## config.mk

```make
export PLATFORM = sky130hd
export DESIGN_NAME = masked_bv8_gamma_flat
export DESIGN_NICKNAME = d
export VERILOG_FILES = /design/src/rtl/masked_bv8_gamma_pkg.sv /design/src/rtl/masked_bv8_gamma_if.sv /design/src/rtl/masked_hpc3_bv4_mul.sv /design/src/rtl/masked_bv8_gamma.sv /design/src/flat_wrapper.sv
export SDC_FILE = /design/constraint.sdc
export NUM_CORES = 1
export LEC_CHECK = 0
export CAP_MARGIN = 20
export CORE_MARGIN = 2
export CORE_UTILIZATION = 49
export DETAILED_ROUTE_END_ITERATION = 10
export GPL_ROUTABILITY_DRIVEN = 0
export MAX_ROUTING_LAYER = met4
export PLACE_DENSITY_LB_ADDON = 0.25
export SYNTH_ARGS = -nofsm -noshare
export SYNTH_HDL_FRONTEND = slang
export SYNTH_SLANG_ARGS = --single-unit
```

## constraint.sdc

```tcl
create_clock -name in_clock -period 1.6 [get_ports in_clock]
set_input_delay 0.32 -clock in_clock [delete_from_list [all_inputs] [get_ports in_clock]]
set_output_delay 0.32 -clock in_clock [all_outputs]
set_load 0.02 [all_outputs]
```

## src/rtl/masked_bv8_gamma_pkg.sv

```systemverilog
`default_nettype none
// masked_bv8_gamma_pkg: GF(2^4) tower arithmetic, share/randomness sizing and latencies
// for the masked Gamma stage of the S-box inverter.
package masked_bv8_gamma_pkg;

  typedef logic [3:0] bv4_t;
  typedef logic [7:0] bv8_t;

  // GF(2^4) = GF(2^2)[y]/(y^2+y+z), GF(2^2) = GF(2)[z]/(z^2+z+1); nu is the GF(2^8) scaling constant.
  localparam bv4_t NU = 4'h8;

  localparam int GAMMA_LATENCY   = 1;
  localparam int X_ALIGN_LATENCY = 3;

  function automatic int num_quad(input int n);
    return n * (n - 1) / 2;
  endfunction

  function automatic int masked_bv8_gamma_randoms(input int n);
    return 8 * num_quad(n);
  endfunction

  // Linear index of the unordered share pair {a,b}, a != b.
  function automatic int pair_idx(input int a, input int b, input int n);
    int lo;
    int hi;
    lo = (a < b) ? a : b;
    hi = (a < b) ? b : a;
    return lo * n - lo * (lo + 1) / 2 + hi - lo - 1;
  endfunction

  function automatic logic [1:0] bv2_mul(input logic [1:0] a, input logic [1:0] b);
    logic hh;
    hh = a[1] & b[1];
    return {hh ^ (a[1] & b[0]) ^ (a[0] & b[1]), hh ^ (a[0] & b[0])};
  endfunction

  function automatic logic [1:0] bv2_mul_z(input logic [1:0] a);
    return {a[1] ^ a[0], a[1]};
  endfunction

  function automatic bv4_t bv4_mul(input bv4_t a, input bv4_t b);
    logic [1:0] hh;
    hh = bv2_mul(a[3:2], b[3:2]);
    return {hh ^ bv2_mul(a[3:2], b[1:0]) ^ bv2_mul(a[1:0], b[3:2]),
            bv2_mul_z(hh) ^ bv2_mul(a[1:0], b[1:0])};
  endfunction

  function automatic bv4_t bv4_sq_scl(input bv4_t a);
    return bv4_mul(NU, bv4_mul(a, a));
  endfunction

endpackage
`default_nettype wire

```

## src/rtl/masked_bv8_gamma_if.sv

```systemverilog
`default_nettype none
// masked_bv8_gamma_if: masked input/Gamma/xh-xl bundle between a producer and masked_bv8_gamma.
interface masked_bv8_gamma_if #(
  parameter int NUM_SHARES = 2
);
  import masked_bv8_gamma_pkg::*;

  localparam int NUM_RANDOM = masked_bv8_gamma_randoms(NUM_SHARES);

  bv8_t [NUM_SHARES-1:0]  in_x;
  logic                   in_valid;
  logic [NUM_RANDOM-1:0]  in_random;
  bv4_t [NUM_SHARES-1:0]  out_gamma;
  logic                   out_gamma_valid;
  bv4_t [NUM_SHARES-1:0]  out_xh;
  bv4_t [NUM_SHARES-1:0]  out_xl;
  logic                   out_x_valid;

  modport master (
    output in_x, in_valid, in_random,
    input  out_gamma, out_gamma_valid, out_xh, out_xl, out_x_valid
  );

  modport slave (
    input  in_x, in_valid, in_random,
    output out_gamma, out_gamma_valid, out_xh, out_xl, out_x_valid
  );

endinterface
`default_nettype wire

```

## src/rtl/masked_hpc3_bv4_mul.sv

```systemverilog
`default_nettype none
// masked_hpc3_bv4_mul: one-cycle HPC3-style masked GF(2^4) multiplier, out_c = in_a * in_b (shared).
module masked_hpc3_bv4_mul
  import masked_bv8_gamma_pkg::*;
#(
  parameter int NUM_SHARES = 2
) (
  input  logic                              in_clock,
  input  logic                              in_reset,
  input  bv4_t [NUM_SHARES-1:0]             in_a,
  input  bv4_t [NUM_SHARES-1:0]             in_b,
  input  logic [4*num_quad(NUM_SHARES)-1:0] in_r,
  input  logic [4*num_quad(NUM_SHARES)-1:0] in_p,
  output bv4_t [NUM_SHARES-1:0]             out_c
);
  localparam int NUM_TERMS = 2 * NUM_SHARES - 1;

  for (genvar i = 0; i < NUM_SHARES; i++) begin : g_share
    bv4_t term_d [NUM_TERMS];
    bv4_t term_q [NUM_TERMS];
    bv4_t acc;
    bv4_t rnd;
    bv4_t msk;
    int   slot;

    // Slot 0 holds the inner product; each foreign share j owns a pair of slots whose r terms cancel.
    always_comb begin
      slot   = 0;
      rnd    = '0;
      msk    = '0;
      term_d = '{default: '0};
      term_d[0] = bv4_mul(in_a[i], in_b[i]);
      for (int j = 0; j < NUM_SHARES; j++) begin
        if (j != i) begin
          slot = (j < i) ? 2 * j + 1 : 2 * j - 1;
          rnd  = in_r[4*pair_idx(i, j, NUM_SHARES) +: 4];
          msk  = in_p[4*pair_idx(i, j, NUM_SHARES) +: 4];
          term_d[slot]     = bv4_mul(in_a[i], in_b[j] ^ rnd) ^ msk;
          term_d[slot + 1] = bv4_mul(in_a[i] ^ 4'h1, rnd) ^ msk;
        end
      end
    end

    always_ff @(posedge in_clock) begin
      if (in_reset) begin
        for (int k = 0; k < NUM_TERMS; k++) term_q[k] <= '0;
      end else begin
        for (int k = 0; k < NUM_TERMS; k++) term_q[k] <= term_d[k];
      end
    end

    always_comb begin
      acc = term_q[0];
      for (int k = 1; k < NUM_TERMS; k++) acc = acc ^ term_q[k];
    end

    assign out_c[i] = acc;
  end

endmodule
`default_nettype wire

```

## src/rtl/masked_bv8_gamma.sv

```systemverilog
`default_nettype none
// masked_bv8_gamma: masked Gamma = xh*xl ^ nu*(xh^xl)^2 (1 cycle) plus delay-aligned xh/xl.
// MASKED_BV8_GAMMA_DELAY_EN builds the 3-stage xh/xl line; otherwise xh/xl leave at t1 with Gamma.
module masked_bv8_gamma
  import masked_bv8_gamma_pkg::*;
#(
  parameter int NUM_SHARES = 2
) (
  input  logic              in_clock,
  input  logic              in_reset,
  masked_bv8_gamma_if.slave bus
);
  localparam int NUM_QUAD = num_quad(NUM_SHARES);

`ifdef MASKED_BV8_GAMMA_DELAY_EN
  localparam int X_STAGES = X_ALIGN_LATENCY;
`else
  localparam int X_STAGES = GAMMA_LATENCY;
`endif

  bv4_t [NUM_SHARES-1:0] xh;
  bv4_t [NUM_SHARES-1:0] xl;
  bv4_t [NUM_SHARES-1:0] prod;
  bv4_t [NUM_SHARES-1:0] s_d;
  bv4_t [NUM_SHARES-1:0] s_q;
  bv4_t [NUM_SHARES-1:0] xh_q [X_STAGES];
  bv4_t [NUM_SHARES-1:0] xl_q [X_STAGES];
  logic [X_STAGES-1:0]   v_q;

  for (genvar i = 0; i < NUM_SHARES; i++) begin : g_split
    assign xh[i]            = bus.in_x[i][7:4];
    assign xl[i]            = bus.in_x[i][3:0];
    assign s_d[i]           = bv4_sq_scl(xh[i] ^ xl[i]);
    assign bus.out_gamma[i] = prod[i] ^ s_q[i];
  end

  masked_hpc3_bv4_mul #(
    .NUM_SHARES (NUM_SHARES)
  ) u_mul (
    .in_clock (in_clock),
    .in_reset (in_reset),
    .in_a     (xh),
    .in_b     (xl),
    .in_r     (bus.in_random[4*NUM_QUAD-1:0]),
    .in_p     (bus.in_random[8*NUM_QUAD-1:4*NUM_QUAD]),
    .out_c    (prod)
  );

  always_ff @(posedge in_clock) begin
    if (in_reset) begin
      s_q <= '0;
      v_q <= '0;
      for (int k = 0; k < X_STAGES; k++) begin
        xh_q[k] <= '0;
        xl_q[k] <= '0;
      end
    end else begin
      s_q     <= s_d;
      v_q[0]  <= bus.in_valid;
      xh_q[0] <= xh;
      xl_q[0] <= xl;
      for (int k = 1; k < X_STAGES; k++) begin
        v_q[k]  <= v_q[k-1];
        xh_q[k] <= xh_q[k-1];
        xl_q[k] <= xl_q[k-1];
      end
    end
  end

  assign bus.out_gamma_valid = v_q[0];
  assign bus.out_x_valid     = v_q[X_STAGES-1];
  assign bus.out_xh          = xh_q[X_STAGES-1];
  assign bus.out_xl          = xl_q[X_STAGES-1];

endmodule
`default_nettype wire

```

## src/flat_wrapper.sv

```systemverilog
// flat-port wrapper written by rule: the top's interface ports become plain ports
module masked_bv8_gamma_flat import masked_bv8_gamma_pkg::*;
#(
  parameter int NUM_SHARES = 2
)
  (in_clock, in_reset, bus_in_x, bus_in_valid, bus_in_random, bus_out_gamma, bus_out_gamma_valid, bus_out_xh, bus_out_xl, bus_out_x_valid);
  masked_bv8_gamma_if #(.NUM_SHARES(NUM_SHARES)) bus_i ();
  input  logic in_clock;
  input  logic in_reset;
  input wire logic [$bits(bus_i.in_x)-1:0] bus_in_x;
  input wire logic [$bits(bus_i.in_valid)-1:0] bus_in_valid;
  input wire logic [$bits(bus_i.in_random)-1:0] bus_in_random;
  output wire logic [$bits(bus_i.out_gamma)-1:0] bus_out_gamma;
  output wire logic [$bits(bus_i.out_gamma_valid)-1:0] bus_out_gamma_valid;
  output wire logic [$bits(bus_i.out_xh)-1:0] bus_out_xh;
  output wire logic [$bits(bus_i.out_xl)-1:0] bus_out_xl;
  output wire logic [$bits(bus_i.out_x_valid)-1:0] bus_out_x_valid;
  assign bus_i.in_x = bus_in_x;
  assign bus_i.in_valid = bus_in_valid;
  assign bus_i.in_random = bus_in_random;
  assign bus_out_gamma = bus_i.out_gamma;
  assign bus_out_gamma_valid = bus_i.out_gamma_valid;
  assign bus_out_xh = bus_i.out_xh;
  assign bus_out_xl = bus_i.out_xl;
  assign bus_out_x_valid = bus_i.out_x_valid;
  masked_bv8_gamma #(.NUM_SHARES(NUM_SHARES)) u_core (.in_clock(in_clock), .in_reset(in_reset), .bus(bus_i));
endmodule
```

==> results of run 1 <==
synth_stat cells:
library cell,count
sky130_fd_sc_hd__a311o_1,1
sky130_fd_sc_hd__mux2_2,9
sky130_fd_sc_hd__o211ai_1,2
sky130_fd_sc_hd__o21ai_0,12
sky130_fd_sc_hd__nor2_1,33
sky130_fd_sc_hd__xnor2_2,1
sky130_fd_sc_hd__nand2b_1,6
sky130_fd_sc_hd__and3_1,5
sky130_fd_sc_hd__inv_1,1
sky130_fd_sc_hd__xor2_2,2
sky130_fd_sc_hd__xnor3_1,1
sky130_fd_sc_hd__xnor2_1,89
sky130_fd_sc_hd__nor3_1,3
sky130_fd_sc_hd__nand2_1,48
sky130_fd_sc_hd__nor3b_1,1
sky130_fd_sc_hd__o21ai_1,1
sky130_fd_sc_hd__mux2i_1,9
sky130_fd_sc_hd__buf_1,1
sky130_fd_sc_hd__o2bb2ai_1,3
sky130_fd_sc_hd__buf_4,2
sky130_fd_sc_hd__buf_2,8
sky130_fd_sc_hd__a311oi_1,1
sky130_fd_sc_hd__xor2_1,31
sky130_fd_sc_hd__a21oi_1,9
sky130_fd_sc_hd__a22oi_1,9
sky130_fd_sc_hd__o22ai_1,3
sky130_fd_sc_hd__nor2b_1,29
sky130_fd_sc_hd__xor2_4,1
sky130_fd_sc_hd__dfxtp_1,49
sky130_fd_sc_hd__a21o_1,2
sky130_fd_sc_hd__nand3b_1,2
sky130_fd_sc_hd__o2bb2ai_4,1
sky130_fd_sc_hd__clkbuf_1,20
sky130_fd_sc_hd__ha_1,8
sky130_fd_sc_hd__nor4b_1,1
critical path, stage by stage:
cell and delay, ps:
sky130_fd_sc_hd__clkdlybuf4s15_2 270, sky130_fd_sc_hd__buf_4 200, sky130_fd_sc_hd__xor2_2 250, sky130_fd_sc_hd__o21ai_0 130, sky130_fd_sc_hd__o2bb2ai_1 160, sky130_fd_sc_hd__xnor2_1 230
sky130_fd_sc_hd__xnor2_1 180, sky130_fd_sc_hd__nor2_1 70
state kept, by name (all words and copies together) (netlist names):
signal	count
u_core.s_q	8
u_core.bus.out_gamma_valid	1
u_core.u_mul.g_share.term_q	24
u_core.xh_q	8
u_core.xl_q	8
per-layer routing:
layer | share of wire [%] | vias up | GRT usage, %
met5 | 0 | - | -
met2 | 52 | 105 | 44.6
met1 | 41 | 1521 | 31.5
met4 | 2.2 | 0 | 9.23
li1 | - | 1520 | -
met3 | 5.2 | 23 | 3.11
area by class of cell:
| class | count | area share, % |
|---|---|---|
| tap | 96 | 2.31 |
| multi-input combinational | 323 | 53.0 |
| clock inverter | 3 | 0.410 |
| inverter | 1 | 0.145 |
| sequential | 49 | 18.9 |
| clock buffer | 5 | 1.32 |
| timing repair buffer | 143 | 23.9 |
repair_timing:
item	in CTS	in global routing
gates cloned	1	0
endpoints found under the setup margin	36	28
pin swaps	19	18
setup buffers	9	5
gates resized for setup	87	59
metrics by stage:
step	setup WS, ps	instance area [um^2]
finish	-20.6	5190
floorplan	1.78	3540
detailed placement	-663	4630
global placement	-651	4630
global route	-29.0	5190
CTS	-76.6	5030
logic make-up (layout without fill, tap and decap cells):
logic type / count (synthesis) / after routing / share of synthesized area (%)
and+or+nand+nor: 128 / 128 / 17.4
xor gates and xnor gates: 125 / 125 / 33.2
DFF: 49 / 49 / 28.4
AOI/OAI and AO/OA: 44 / 44 / 8.64
buffers and inverters: 32 / 152 / 3.98
muxes: 18 / 18 / 5.53
adders and majority gates: 8 / 8 / 2.89
cell usage in the layout, fill, tap and decap left out, drive strengths merged, types with 13 or more instances in the layout:
cell type,Yosys,layout
buf,11,95
clkbuf,20,15
clkdlybuf4s50,0,22
dfxtp,49,49
nand2,48,48
nor2,33,33
nor2b,29,29
o21ai,13,13
xnor2,90,90
xor2,34,34
worst paths after layout:
check,startpoint,depth (start not counted),slack [ps],end
hold / removal,bus_in_x[6],3,490,u_core.xh_q[0][2]
setup / recovery,bus_in_random[0],8,-20,u_core.u_mul.g_share[0].term_q[0][7]
power by group through the flow:
stage | Clock [uW] | Sequential (uW) | Combinational, uW
floorplan | 0 | 1510 | 1360
global placement | 0 | 1490 | 2130
detailed placement | 0 | 1500 | 2170
CTS | 752 | 1470 | 2210
global route | 794 | 1490 | 2450
finish | 745 | 1480 | 2290
==> implementation parameters, run 1 <==
Parameter                              Value

Pwr
  Switching power share of the total    approximately 37%
  Clock power share    16.5%
  Final Power    roughly 4500 uW
  Peak VDD IR    approximately 0.37 mV
  PwrDens    just under 900 nW/um^2
  Combinational share of power    about half
  Switching Power    ~1700 uW
  Leak Pwr    ~0.0022 uW
  Power Internal    2850 uW
  Portion of total power attributed to sequential cells    32.8%

Clock network
  Cell at the root of the clock tree    sky130_fd_sc_hd__clkbuf_8
  Number of buffers inserted by hold repair at cts    0
  Clk buf depth    2
  Total number of H-tree levels    2
  Clock transition at the registers of the reported paths    approximately 90 ps
  Clk sink count    49
  CTS tree    done
  Cts bufs inserted    5

STA
  Final period demand of the worst path    1620 ps
  RSZ-0062 raised after global routing    yes
  Fmax achieved    617 MHz
  Actual transition at the worst max-transition pin    between 300 and 400 ps
  Worst Setup Slack, final    -20.6 ps
  Final Hold Vio Count    0
  Period utilisation layout    101%
  Setup violators final    1
  Relative slew margins    about three quarters
  Min Hold Slack    488 ps
  Post-route setup TNS    -20.6 ps
  Max Transition Viols Final    0

Synth
  Gate count of the mapped netlist    around 400
  FF+latch count, synth    between 40 and 50
  Dominant cells by area after synthesis    sky130_fd_sc_hd__dfxtp_1 28%, sky130_fd_sc_hd__xnor2_1 23%, sky130_fd_sc_hd__xor2_1 7.8%
  Number of library cell types mapped by synthesis    35
  Post-synth top area cell    sky130_fd_sc_hd__dfxtp_1
  Total of warnings raised by yosys    0
  Syn Nets    approximately 440
  Synth Area per Inst    around 8.6 um^2
  Area of the mapped netlist    around 3500 um^2
  Synth top area share    approximately 28%
  Sequential cell area fraction in the yosys report    around 28%

Global route
  Antenna violations before repair    0
  Maximum number of pins on one net before global-route repair    32
  Wire length of the first global-routing pass    15.1 mm
  Gr ovfl total    0
  GRT Overall Usage    26.0%
  Via count of the first global-routing pass    slightly above 3,000

Run status
  Result of the run    finished, violations left
  Failing checks    negative setup slack

Placed design
  Placed wire-length estimate    roughly 6.6 mm
  Input/output buffers    52
  Placed Cells incl. Taps    between 500 and 600

Critical path
  Crit Path Category    in2reg
  Worst setup EP type    flop
  Data arrival time of the critical path    1820 ps
  Launching element type of the critical path    input pin
  Endpoint required time on the critical path    between 1500 and 2000 ps
  Largest fanout on the critical path    6

Final layout
  Layout cells sized above 1    34.0%
  Final Core Density    76.0%
  Area overhead of the layout relative to synthesis    50.1%
  Post-layout instance count excluding filler cells    620
  Filler cell count in the final layout    between 400 and 500
  Final nets    558
  Area taken by flip-flops and latches    about 980 um^2
  Number of diodes added for antenna fixing    0
  Area occupied by multi-input gates    approximately 2800 um^2

Routing
  Vias/cell    between 5 and 6
  DRC viols    0
  First drt pass iteration count    4
  Routed wire per std cell    between 15 and 20 um
  Routed vias    approximately 3,200
  Iter 0 DRT Violations    about 250
  Drt total wl    10.2 mm
  Final ANT Viol Nets    0

Floorplanning
  Standard cell core area    6830 um^2
  Die Y-Extent    about 88 um
  Floorplan die area    around 7700 um^2
  Placement Rows    30
  Die X    88.0 um
  Number of ports placed on the die boundary    53
  Starting Density    between 50% and 60%

Hold path
  Classification of the worst-slack hold path    in2reg

Run
  Max-Cap Viols    0
Note: power is estimated with default switching activity, not from simulation.
==> run 2: changes to the inputs <==
--- a/config.mk
+++ b/config.mk
@@ -6,12 +6,16 @@
 export NUM_CORES = 1
 export LEC_CHECK = 0
 export CAP_MARGIN = 20
+export CELL_PAD_IN_SITES_DETAIL_PLACEMENT = 0
+export CELL_PAD_IN_SITES_GLOBAL_PLACEMENT = 1
 export CORE_MARGIN = 2
-export CORE_UTILIZATION = 49
+export CORE_UTILIZATION = 37
 export DETAILED_ROUTE_END_ITERATION = 10
 export GPL_ROUTABILITY_DRIVEN = 0
 export MAX_ROUTING_LAYER = met4
 export PLACE_DENSITY_LB_ADDON = 0.25
+export SLEW_MARGIN = 25
 export SYNTH_ARGS = -nofsm -noshare
 export SYNTH_HDL_FRONTEND = slang
+export SYNTH_HIERARCHICAL = 1
 export SYNTH_SLANG_ARGS = --single-unit
==> run 2 against run 1 <==
  * The flow still finishes with violations (negative setup slack)
  * Sequential power barely moved
  * Die area rose by 36%
  * Power rose by 2.2%
  * Cell area fell by 1.3%
  * Routed wire length fell by 6.9%
  * Clock power rose by 25%
  * Global-route usage fell by 6.9 points
  * Sequential share of layout area rose by 0.52 points
  * Combinational power fell by 4%
  * Largest power group unchanged
  * Highest routed layer unchanged
==> implementation parameters, run 2 <==
Parameter                              Value

Run status
  Result of the run    finished, violations left
  Failing checks    negative setup slack

STA
  Relative slew margins    between 70% and 80%
  Final Hold Vio Count    0
  Post-route setup TNS    -124 ps
  Worst Setup Slack, final    -36.5 ps
  Period utilisation layout    102%
  Setup violators final    5
  Actual transition at the worst max-transition pin    385 ps
  Fmax achieved    611 MHz
  Final period demand of the worst path    between 1500 and 2000 ps
  Max Transition Viols Final    0
  RSZ-0062 raised after global routing    yes

Final layout
  Register with the most flip-flops    u_core/u_mul/g_share.term_q
  Layout cells sized above 1    31.7%
  Final nets    roughly 550
  Filler cell count in the final layout    between 900 and 1,000
  Area overhead of the layout relative to synthesis    42.1%
  Number of diodes added for antenna fixing    0
  Most common library cell in the layout ignoring fill and taps    sky130_fd_sc_hd__buf_4
  Commonest cells after routing, fill and taps aside    75 x sky130_fd_sc_hd__buf_4, 59 x sky130_fd_sc_hd__xnor2_1, 39 x sky130_fd_sc_hd__nor2_1
  Flip-flop count of the largest register after layout    24

Synth
  Top-count cell post-synth    sky130_fd_sc_hd__xnor2_1
  Sequential cell area fraction in the yosys report    between 20% and 30%
  Number of library cell types mapped by synthesis    35
  Number of flops mapped to enable cells by yosys    0
  Synth top area share    approximately 27%
  Top FF cell, synth    sky130_fd_sc_hd__dfxtp_1
  Area of the mapped netlist    approximately 3600 um^2
  Total of warnings raised by yosys    6
  Gate count of the mapped netlist    between 400 and 500
  FF+latch count, synth    49
  Proportion of synthesized flip-flops having asynchronous set or reset    0%
  Most used standard cells in the synthesized netlist    84 x sky130_fd_sc_hd__xnor2_1, 49 x sky130_fd_sc_hd__dfxtp_1, 39 x sky130_fd_sc_hd__nor2_1
  Synth Area per Inst    8.53 um^2
  Syn Nets    between 400 and 500
  Post-synth top area cell    sky130_fd_sc_hd__dfxtp_1
  Dominant cells by area after synthesis    sky130_fd_sc_hd__dfxtp_1 27%, sky130_fd_sc_hd__xnor2_1 20%, sky130_fd_sc_hd__xor2_1 7.5%

Routing
  First drt pass iteration count    4
  Vias/cell    ~4.8
  DRC viols    0
  Drt total wl    9.48 mm
  Routed vias    between 3,000 and 4,000
  Final ANT Viol Nets    0
  Routed wire per std cell    roughly 14 um
  Iter 0 DRT Violations    135

Floorplanning
  Number of ports placed on the die boundary    53
  Standard cell core area    between 9000 and 10,000 um^2
  Starting Density    37.4%
  Placement Rows    36
  Die Y-Extent    between 100 and 150 um
  Floorplan die area    between 10,000 and 15,000 um^2
  Die X    approximately 100 um

Clock network
  Total number of H-tree levels    2
  Number of buffers inserted by hold repair at cts    0
  Clock transition at the registers of the reported paths    90 ps
  Clk buf depth    2
  CTS tree    done
  Cts bufs inserted    5
  Clk sink count    49
  Cell at the root of the clock tree    sky130_fd_sc_hd__clkbuf_8

Pwr
  Final Power    ~4600 uW
  Clock power share    approximately 20%
  Combinational share of power    between 40% and 50%
  Switching Power    1570 uW
  Switching power share of the total    approximately a third
  Leak Pwr    approximately 0.0022 uW
  PwrDens    901 nW/um^2
  Portion of total power attributed to sequential cells    32.3%
  Power Internal    between 3000 and 4000 uW
  Peak VDD IR    roughly 0.42 mV

Run
  Max-Cap Viols    0

Critical path
  CP max stage cell    sky130_fd_sc_hd__dfxtp_2
  Largest delay contributor family on the critical path    XOR/XNOR gates
  Slowest cell delay on critical path    approximately 340 ps
  Critical path, cell by cell    xnor2_2, xnor2_2, xor2_1, buf_4
  Largest fanout on the critical path    1
  Dominant cell type by count on the critical path    sky130_fd_sc_hd__xnor2_2
  Launching element type of the critical path    flop
  Buffering stage count on the worst path with inverters included    1
  Worst setup EP type    primary output
  Crit Path Category    reg2out
  Endpoint required time on the critical path    approximately 1300 ps
  Data arrival time of the critical path    roughly 1300 ps

Global route
  Wire length of the first global-routing pass    between 15 and 20 mm
  Via count of the first global-routing pass    roughly 3,000
  Maximum number of pins on one net before global-route repair    50
  Antenna violations before repair    0
  GRT Overall Usage    between 10% and 20%
  Gr ovfl total    0

Placed design
  Input/output buffers    52
  Placed wire-length estimate    between 6 and 7 mm

Hold path
  Classification of the worst-slack hold path    in2reg
-- run 2: metal layers --
metal	global-route usage [%]	wire length, um	share of wire (%)	vias to the layer above
met2	29.5	4190	44	67
met4	3.34	53	0.56	0
li1	-	-	-	1569
met5	-	0	0	-
met3	2.51	455	4.8	4
met1	27.2	4780	50	1468
-- run 2: cells by family after synthesis --
family / after synthesis / synth area share (%)
buffers and inverters: 40 / 5.55
and+or+nand+nor: 125 / 16.6
AOI/OAI and AO/OA: 61 / 11.1
xor gates and xnor gates: 122 / 31.7
DFF: 49 / 27.2
muxes: 26 / 7.77
-- run 2: power by group through the flow --
stage	Sequential [uW]	Combinational [uW]	Clock, uW
floorplan	1500	1310	0
global placement	1480	2060	0
detailed placement	1490	2090	0
CTS	1480	2120	964
global route	1510	2390	1000
finish	1490	2200	930
-- run 2: final timing paths --
kind                  cells after the start                                 start                 to  slack [ps]
worst min-delay path                      2                           bus_in_x[4]  u_core/xh_q[0][0]         450
worst max-delay path                      4  u_core/u_mul/g_share[1].term_q[0][0]   bus_out_gamma[4]         -40
-- run 2: layout make-up --
| type | instances | area [um^2] | area share, % |
|---|---|---|---|
| Clock buffer | 6 | 82.6 | 1.61 |
| Clock inverter | 2 | 37.5 | 0.732 |
| Inverter | 2 | 7.51 | 0.146 |
| Multi-Input combinational cell | 334 | 2690 | 52.4 |
| Sequential cell | 49 | 995 | 19.4 |
| Tap cell | 133 | 166 | 3.25 |
| Timing Repair Buffer | 128 | 1150 | 22.4 |
-- run 2: stage by stage --
step	std cells	worst slack, ps	utilization (%)	hold WS [ps]	area, um^2
2_1_floorplan	423	-0.0656	-	392	3630
3_3_place_gp	638	-610	48.7	883	4690
3_5_place_dp	638	-642	48.7	883	4690
4_1_cts	653	-68.3	52.1	449	5020
5_1_grt	654	-143	53.2	468	5130
6_report	654	-36.5	53.2	451	5130
-- run 2: timing repair --
action                                 CTS  global route
gates resized for setup                 91            36
pin swaps                               20            34
endpoints found under the hold margin    0             0
setup buffers                            6             2
gates cloned                             1             0
setup endpoints to repair               31            28
